===== src/rtl/fifo_win_sum_pkg.sv =====
// Shared helpers for the vertical window summer: width math and parameter sanity checks.
package fifo_win_sum_pkg;

    localparam int DEF_DATA_W = 8;
    localparam int DEF_COLS   = 50;
    localparam int DEF_WIN    = 3;

    function automatic int clog2(input int value);
        int r;
        r = 0;
        while ((1 << r) < value) begin
            r = r + 1;
        end
        return r;
    endfunction

    // Narrowest sum that can hold WIN full-scale unsigned samples.
    function automatic int sum_w_min(input int data_w, input int win);
        return data_w + clog2(win);
    endfunction

    localparam int DEF_SUM_W = sum_w_min(DEF_DATA_W, DEF_WIN);

    function automatic bit params_ok(input int data_w, input int cols,
                                     input int win, input int sum_w);
        return (data_w >= 1) && (cols >= 2) && (cols <= 1024) &&
               (win >= 2) && (win <= 8) && (sum_w >= sum_w_min(data_w, win));
    endfunction

endpackage


===== src/rtl/fifo_win_sum_line_fifo.sv =====
// First-word-fall-through line buffer holding one matrix row; head is valid whenever not empty.
module line_fifo
    import fifo_win_sum_pkg::*;
#(
    parameter int DATA_W = 8,
    parameter int DEPTH  = 50
) (
    input  logic              clk,
    input  logic              rst,
    input  logic              clr,
    input  logic              push,
    input  logic              pop,
    input  logic [DATA_W-1:0] din,
    output logic [DATA_W-1:0] head,
    output logic              empty,
    output logic              full
);

    localparam int PW = clog2(DEPTH);
    localparam int CW = clog2(DEPTH + 1);

    logic [DATA_W-1:0] mem [DEPTH];
    logic [PW-1:0]     wr_ptr;
    logic [PW-1:0]     rd_ptr;
    logic [CW-1:0]     count;
    logic              do_push;
    logic              do_pop;

    // A full buffer still takes a word when the same cycle frees one.
    assign do_push = push && (!full || pop);
    assign do_pop  = pop && !empty;

    always_ff @(posedge clk) begin
        if (do_push && !clr) begin
            mem[wr_ptr] <= din;
        end
    end

    always_ff @(posedge clk or posedge rst) begin
        if (rst) begin
            wr_ptr <= '0;
            rd_ptr <= '0;
            count  <= '0;
        end else if (clr) begin
            wr_ptr <= '0;
            rd_ptr <= '0;
            count  <= '0;
        end else begin
            if (do_push) begin
                wr_ptr <= (wr_ptr == PW'(DEPTH - 1)) ? '0 : wr_ptr + PW'(1);
            end
            if (do_pop) begin
                rd_ptr <= (rd_ptr == PW'(DEPTH - 1)) ? '0 : rd_ptr + PW'(1);
            end
            case ({do_push, do_pop})
                2'b10:   count <= count + CW'(1);
                2'b01:   count <= count - CW'(1);
                default: count <= count;
            endcase
        end
    end

    assign head  = mem[rd_ptr];
    assign empty = (count == '0);
    assign full  = (count == CW'(DEPTH));

endmodule


===== src/rtl/fifo_win_sum.sv =====
// Streaming vertical window adder: sums each sample with the WIN-1 samples directly above it.
module fifo_win_sum
    import fifo_win_sum_pkg::*;
#(
    parameter int DATA_W = DEF_DATA_W,
    parameter int COLS   = DEF_COLS,
    parameter int WIN    = DEF_WIN,
    parameter int SUM_W  = DEF_SUM_W
) (
    input  logic              sys_clk,
    input  logic              sys_rst,
    input  logic              clr,
    input  logic [DATA_W-1:0] in_data,
    input  logic              in_valid,
    output logic              in_ready,
    output logic [SUM_W-1:0]  out_data,
    output logic              out_valid,
    input  logic              out_ready,
    output logic              row_full,
    output logic              busy_flag
);

    localparam int NF    = WIN - 1;
    localparam int CNT_W = clog2(COLS);
    localparam int ROW_W = clog2(WIN);

    if (!params_ok(DATA_W, COLS, WIN, SUM_W)) begin : g_param_check
        $error("fifo_win_sum: DATA_W/COLS/WIN/SUM_W out of range");
    end

    logic [CNT_W-1:0]  col_cnt;
    logic [ROW_W-1:0]  row_cnt;
    logic              accept;
    logic              steady;
    logic [NF-1:0]     push_vec;
    logic [NF-1:0]     pop_vec;
    logic [NF-1:0]     empty_vec;
    logic [NF-1:0]     full_vec;
    logic [DATA_W-1:0] heads [NF];
    logic [SUM_W-1:0]  win_sum;

    assign in_ready = !clr && (!out_valid || out_ready);
    assign accept   = in_valid && in_ready;
    assign row_full = (row_cnt == ROW_W'(WIN - 1));
    // Every line buffer is full exactly when row_full; requiring both keeps a stale head out of the sum.
    assign steady   = row_full && (&full_vec);
    assign busy_flag = out_valid || !(&empty_vec);

    // fifo[k] starts draining once it holds a complete row; its head cascades into fifo[k+1].
    always_comb begin
        pop_vec  = '0;
        push_vec = '0;
        push_vec[0] = accept;
        for (int k = 0; k < NF; k++) begin
            pop_vec[k] = accept && (row_cnt > ROW_W'(k));
        end
        for (int k = 1; k < NF; k++) begin
            push_vec[k] = pop_vec[k-1];
        end
    end

    for (genvar gk = 0; gk < NF; gk++) begin : g_fifo
        line_fifo #(
            .DATA_W (DATA_W),
            .DEPTH  (COLS)
        ) u_fifo (
            .clk   (sys_clk),
            .rst   (sys_rst),
            .clr   (clr),
            .push  (push_vec[gk]),
            .pop   (pop_vec[gk]),
            .din   ((gk == 0) ? in_data : heads[(gk == 0) ? 0 : gk - 1]),
            .head  (heads[gk]),
            .empty (empty_vec[gk]),
            .full  (full_vec[gk])
        );
    end

    always_comb begin
        win_sum = SUM_W'(in_data);
        for (int k = 0; k < NF; k++) begin
            win_sum = win_sum + SUM_W'(heads[k]);
        end
    end

    always_ff @(posedge sys_clk or posedge sys_rst) begin
        if (sys_rst) begin
            col_cnt <= '0;
            row_cnt <= '0;
        end else if (clr) begin
            col_cnt <= '0;
            row_cnt <= '0;
        end else if (accept) begin
            if (col_cnt == CNT_W'(COLS - 1)) begin
                col_cnt <= '0;
                if (!row_full) begin
                    row_cnt <= row_cnt + ROW_W'(1);
                end
            end else begin
                col_cnt <= col_cnt + CNT_W'(1);
            end
        end
    end

    // Single output register: clr leaves a pending result in place so it is still delivered.
    always_ff @(posedge sys_clk or posedge sys_rst) begin
        if (sys_rst) begin
            out_valid <= 1'b0;
            out_data  <= '0;
        end else if (accept && steady) begin
            out_valid <= 1'b1;
            out_data  <= win_sum;
        end else if (out_ready) begin
            out_valid <= 1'b0;
        end
    end

endmodule


===== config.mk =====
export PLATFORM = sky130hd
export DESIGN_NAME = fifo_win_sum
export DESIGN_NICKNAME = d
export VERILOG_FILES = /design/src/rtl/fifo_win_sum_pkg.sv /design/src/rtl/fifo_win_sum_line_fifo.sv /design/src/rtl/fifo_win_sum.sv
export SDC_FILE = /design/constraint.sdc
export NUM_CORES = 1
export LEC_CHECK = 0
export CAP_MARGIN = 20
export CELL_PAD_IN_SITES_DETAIL_PLACEMENT = 0
export CELL_PAD_IN_SITES_GLOBAL_PLACEMENT = 1
export CORE_ASPECT_RATIO = 1.2
export CORE_MARGIN = 3
export CORE_UTILIZATION = 55
export CTS_CLUSTER_DIAMETER = 120
export DETAILED_ROUTE_END_ITERATION = 8
export GPL_ROUTABILITY_DRIVEN = 0
export GPL_TIMING_DRIVEN = 0
export PLACE_DENSITY_LB_ADDON = 0.1
export SLEW_MARGIN = 20
export SYNTH_ARGS = -nofsm -noshare
export SYNTH_HDL_FRONTEND = slang
export SYNTH_HIERARCHICAL = 1
export SYNTH_SLANG_ARGS = --single-unit

===== constraint.sdc =====
create_clock -name sys_clk -period 6.8 [get_ports sys_clk]
set_input_delay 1.36 -clock sys_clk [delete_from_list [all_inputs] [get_ports sys_clk]]
set_output_delay 1.36 -clock sys_clk [all_outputs]
set_load 0.1 [all_outputs]

=== After elaboration in Yosys (flattened, before gate mapping) ===
Memory sizes are Yosys's and may differ from the RTL's.
Cells that the tools add are included.

* Add/subtract/negate cells: 12
* Magnitude comparators: 2
* Equality and inequality tests: 13
* Multiplexer cells: 29
* Reduce and logical (&&, ||, !) cells: 37

{| class="wikitable"
|+ Operator list
! operator !! count
|-
| $mux W6 || 17
|-
| $add A6 B1 Y6 const B || 7
|-
| $eq A6 B6 Y1 const B || 7
|-
| $pmux W6 S2 || 2
|-
| $reduce_bool A2 Y1 || 7
|-
| $logic_and A1 B1 Y1 || 12
|-
| $logic_not A6 Y1 || 2
|-
| $sub A6 B1 Y6 const B || 2
|-
| $add A9 B8 Y10 || 1
|-
| $add A8 B8 Y9 || 1
|-
| $mux W2 || 4
|-
| $logic_not A1 Y1 || 7
|-
| $eq A2 B2 Y1 const B || 3
|-
| $mux W1 || 6
|-
| $reduce_bool A3 Y1 || 2
|-
| $eq A2 B1 Y1 const B || 2
|-
| $gt A2 B1 Y1 const B || 2
|-
| $logic_or A1 B1 Y1 || 4
|-
| $reduce_and A2 Y1 || 2
|-
| $reduce_and A3 Y1 || 1
|-
| $add A2 B1 Y2 const B || 1
|-
| $ne A2 B2 Y1 const B || 1
|}

* Bits in registers: 55
* Memory bits (writable): 800
* Output and inout port bits: 14
* Word-level logic and storage cells: 105
* Memories: 2

{| class="wikitable"
|+ Memories
! name !! depth !! bits a word !! read ports !! clocked after memory_dff !! wr ports !! line !! RTL
|-
| g_fifo[0].u_fifo.mem || 50 || 8 || 1 || 0 || 1 || fifo_win_sum_line_fifo.sv:22 || <nowiki>logic [DATA_W-1:0] mem [DEPTH];</nowiki>
|-
| g_fifo[1].u_fifo.mem || 50 || 8 || 1 || 0 || 1 || fifo_win_sum_line_fifo.sv:22 ||
|}

=== Logic depth before layout (Yosys ltp) ===
* Depth after elaboration: 10
* Mapped depth: 19
* Gate-level depth less buffers: 16

=== Cells and area by module ===
The synthesis kept the hierarchy.

{| class="wikitable"
|+ By module, submodules not included
! module !! times used !! cells each !! area each (um^2) !! seq. area each (um^2)
|-
| line_fifo (g_fifo[1].u_fifo) || 1 || 983 || 16896.2 || 12462.0
|-
| line_fifo (g_fifo[0].u_fifo) || 1 || 908 || 16792.4 || 12462.0
|-
| fifo_win_sum || 1 || 137 || 1400.1 || 475.5
|}

=== Worst setup path before layout ===
OpenSTA, ideal clock, no wires.

* Path type: register to register
* Start point: register g_fifo[0].u_fifo.rd_ptr[0]
* End point: register out_data[9]
* Arrival time: 5.723 ns
* Data required time: 6.703 ns
* Setup slack: 0.981 ns
* Cell stages (with the launch flop): 19
* Buffers on the path: 3
* Clock period less this slack: 5.819 ns
* Path through: dfrtp_1 buf_6 or3_1 clkbuf_1 buf_2 o221ai_1 a21oi_1 a221oi_1 inv_1 fa_1 inv_1 ha_1 inv_1 fa_1 and2b_1 o31ai_1 a21oi_1 a21oi_1 o31ai_1

{| class="wikitable"
|+ RTL lines
! what !! line !! RTL
|-
| start, declared || fifo_win_sum_line_fifo.sv:24 || <nowiki>logic [PW-1:0] rd_ptr;</nowiki>
|-
| start signal, assigned || fifo_win_sum_line_fifo.sv:53 || <nowiki>rd_ptr <= (rd_ptr == PW'(DEPTH - 1)) ? '0 : rd_ptr + PW'(1);</nowiki>
|-
| end signal, assigned || fifo_win_sum.sv:112 || <nowiki>out_data <= win_sum;</nowiki>
|-
| end, declared || fifo_win_sum.sv:16 || <nowiki>output logic [SUM_W-1:0] out_data,</nowiki>
|}

==> run metrics <==
post-CTS resize count 0; total CTS buffers 83; Syn Std Cell Area 35090 µm²; post-synthesis xor/xnor area fraction 0.4493%; slew margin rel. 18.04%; Crit path required time 7.29 ns; buffers added on ports 26; leakage power 12.55 nW; Setup violations, final 0; DRT Pass-1 Iters 7; dpl ws 0.8190 ns; Fmax achieved 182.3 MHz; status finished, final reports clean; number of global-route vias before repair 19.18k; Hold Path End out_data[8]$_DFFE_PP0P_; crit path DAT 5.97 ns; initial DRC count 1771; fin crit period 5.484 ns; CP most frequent cell inv_1; Vias 18.91k; Max IR drop VDD 355.8 µV; crit path kind flop to flop; Final #Nets 2224; Pwr Density 267.3 nW/µm²; Setup Buffers After CTS 0; final period utilization 80.65%; Final WS setup 1.316 ns; post-DP HPWL 57650 µm; unrepaired setup endpoints after global routing no; synthesized instance count 2028; Critical Path Fanout Max 17; skew final 0.02445 ns; Core Area 62560 µm²; Post-synth EDFFs 800; clock latency at the later pin of the worst-skew pair 0.63 ns; Synth cell types 74; Setup TNS 0 ns; die height 282.7 µm; hold path start out_data[8]$_DFFE_PP0P_; DRC 0; Hold Path Depth 2; slowest CP cell a221oi_4; Reg area 25400 µm²; max-cap viol count 0; routed vias/inst 6.195; Hold Fails Final Rpt 0; fin. max-slew vios 0; diodes inserted 0; post-route ant nets 0; mux cell area share after synthesis 12.93%; max incr delay on CP 0.74 ns; Initial Util 56.09%; R2R Path Start g_fifo[0].u_fifo/rd_ptr[2]$_DFFE_PP0P_; Worst Hold Class flop to flop; syn_area_per_cell 17.30 µm²; Reg2Reg Depth 18; cts hold-fix bufs 0; die area 66880 µm²; CP bufs+invs 7; CP Capture Type flop; GRT Overall Usage 24.91%; Startpoint Class flop; largest net degree at the start of global routing 35; gr ovfl total 0; # IOs 27; setup slack, reg-to-reg 1.32 ns; Root Buffer clkbuf_16; area of the multi-input gates 9213 µm²; Rows 100; RR Endpoint out_data[7]$_DFFE_PP0P_; largest family of logic cells by synthesized area multiplexers; Clock transition at path regs 0.06 ns; clock buffer depth 3; CTS tree built; worst-margin pin slew 1.198 ns; routed len/inst 27.02 µm; Post-synth top flop edfxtp_1; width of the chip 236.6 µm; Synth Area in Simple Gates 5.131%; cell breakdown of the critical path buf_2 -> nor2b_1 -> clkbuf_1 -> a21oi_1 -> a221oi_4 -> buf_8 -> buf_6 -> inv_1 -> fa_1 -> inv_1 -> ha_1 -> inv_1 -> fa_1 -> and2b_1 -> o31ai_1 -> a21oi_1 -> xnor2_1 -> o21ai_1; syn nets 2080; fraction of registers with async set/reset 6.433%; cell family with most CP delay buffers and inverters; Seq/Total Area, Yosys 72.39%; Clock Sinks 855; yosys synthesis warning count 6; share of cells above drive strength 1 16.63%; CTS H-tree lvls 3; Adder-Cell Fraction of Synth Area 1.626%; final wirelength 82490 µm; initial antenna violation count 0; first-pass GRT wire length 122800 µm; Yosys reg bits 855; synthesis-to-layout area growth 13.34%; Synth Area in Compound Gates 5.638%; fillers 4401
[state kept, by name, indices dropped and copies added (netlist names)]
signal and flops:
row_cnt 2, g_fifo.u_fifo/wr_ptr 12, g_fifo.u_fifo/count 12, out_valid 1, g_fifo.u_fifo/mem 800, col_cnt 6, out_data 10, g_fifo.u_fifo/rd_ptr 12
[worst reg2reg max path, stage by stage (launching register included)]
cell and delay [ns]:
dfrtp_1 0.51, buf_2 0.35, nor2b_1 0.52, clkbuf_1 0.49, a21oi_1 0.30, a221oi_4 0.74, buf_8 0.25, buf_6 0.21
inv_1 0.08, fa_1 0.36, inv_1 0.07, ha_1 0.18, inv_1 0.06, fa_1 0.38, and2b_1 0.23, o31ai_1 0.08
a21oi_1 0.21, xnor2_1 0.20, o21ai_1 0.12
[layer usage]
layer	up-vias	track usage (%)	routed length, µm
met5	-	0	0
met4	0	10.07	3180
met3	142	2.974	4272
met2	650	43.69	42610
met1	9738	32.06	32430
li1	8384	-	-
[cell type report]
cell class | count | share of cell area [%]
clock inverter | 54 | 1.450
sequential | 855 | 63.87
clock buffer | 96 | 5.452
tap | 816 | 2.567
buffer | 108 | 1.372
multi-input combinational | 1040 | 23.17
timing repair buffer | 59 | 1.878
inverter | 25 | 0.2485
[where the power goes]
| group | leakage [nW] | internal (mW) | switching, mW |
|---|---|---|---|
| Sequential | 7.95 | 5.74 | 0.0103 |
| Combinational | 3.27 | 0.0774 | 0.174 |
| Clock | 1.32 | 2.71 | 1.92 |
[cell usage after synthesis (16+ instances only)]
cell type | number | area, µm²
inv_1 | 23 | 86.33
a22oi_1 | 63 | 473.0
edfxtp_1 | 800 | 24020
ha_1 | 28 | 350.3
dfrtp_1 | 55 | 1376
a2111oi_0 | 16 | 140.1
clkbuf_1 | 44 | 165.2
nand3_1 | 23 | 115.1
nor2b_1 | 32 | 200.2
a21oi_1 | 33 | 165.2
buf_2 | 32 | 160.2
mux2_2 | 39 | 439.2
o21ai_0 | 43 | 215.2
a221oi_1 | 16 | 140.1
mux4_2 | 92 | 2072
o221ai_1 | 16 | 140.1
o22ai_1 | 17 | 106.4
nor2_1 | 145 | 544.3
mux2i_1 | 189 | 1892
nand2_1 | 99 | 371.6
[cell families (layout without fill, tap and decap cells)]
group                      Yosys count  after routing
DFF                                855            855
buffers and inverters              133            342
xor gates and xnor gates            18             18
muxes                              326            326
AOI/OAI and AO/OA                  278            278
adders and majority gates           39             39
and+or+nand+nor                    379            379
[placed cells by master (no fill, tap or decap), drive strengths merged, types with 17 or more instances in the layout]
cell type and instances:
nand3 24, o21ai 48, inv 28, dfrtp 55
ha 28, mux2i 189, nor2 145, clkinv 33
buf 104, o22ai 17, clkbuf 141, mux2 41
nand2 99, a22oi 63, edfxtp 800, nor2b 32
a21oi 33, mux4 96, clkdlybuf4s50 17
[metrics by stage]
step / cells / util (%) / hold slack, ns / area, µm² / total power [mW]
global placement: 2870 / 58.14 / 0.4738 / 36370 / 6.090
global route: 3053 / 63.57 / 0.5103 / 39770 / 10.95
detailed placement: 2903 / 59.15 / 0.4799 / 37000 / 6.114
CTS: 3053 / 63.53 / 0.4934 / 39750 / 10.72
floorplan: 2028 / - / 0.4680 / 35090 / 5.981
finish: 3053 / 63.57 / 0.4852 / 39770 / 10.63
[how the worst max path moves through the flow]
stage                                            from                                    end  cells past startpoint
2_1_floorplan  g_fifo[0].u_fifo/rd_ptr[0]$_DFFE_PP0P_                out_data[9]$_DFFE_PP0P_                     18
3_3_place_gp   g_fifo[0].u_fifo/rd_ptr[3]$_DFFE_PP0P_                out_data[7]$_DFFE_PP0P_                     15
3_5_place_dp                                out_ready  g_fifo[0].u_fifo/count[5]$_DFFE_PP0P_                     12
4_1_cts        g_fifo[0].u_fifo/rd_ptr[3]$_DFFE_PP0P_                out_data[9]$_DFFE_PP0P_                     19
5_1_grt        g_fifo[0].u_fifo/rd_ptr[3]$_DFFE_PP0P_                out_data[9]$_DFFE_PP0P_                     19
6_report       g_fifo[0].u_fifo/rd_ptr[2]$_DFFE_PP0P_                out_data[7]$_DFFE_PP0P_                     18
Note: power is estimated with default switching activity, not from simulation.
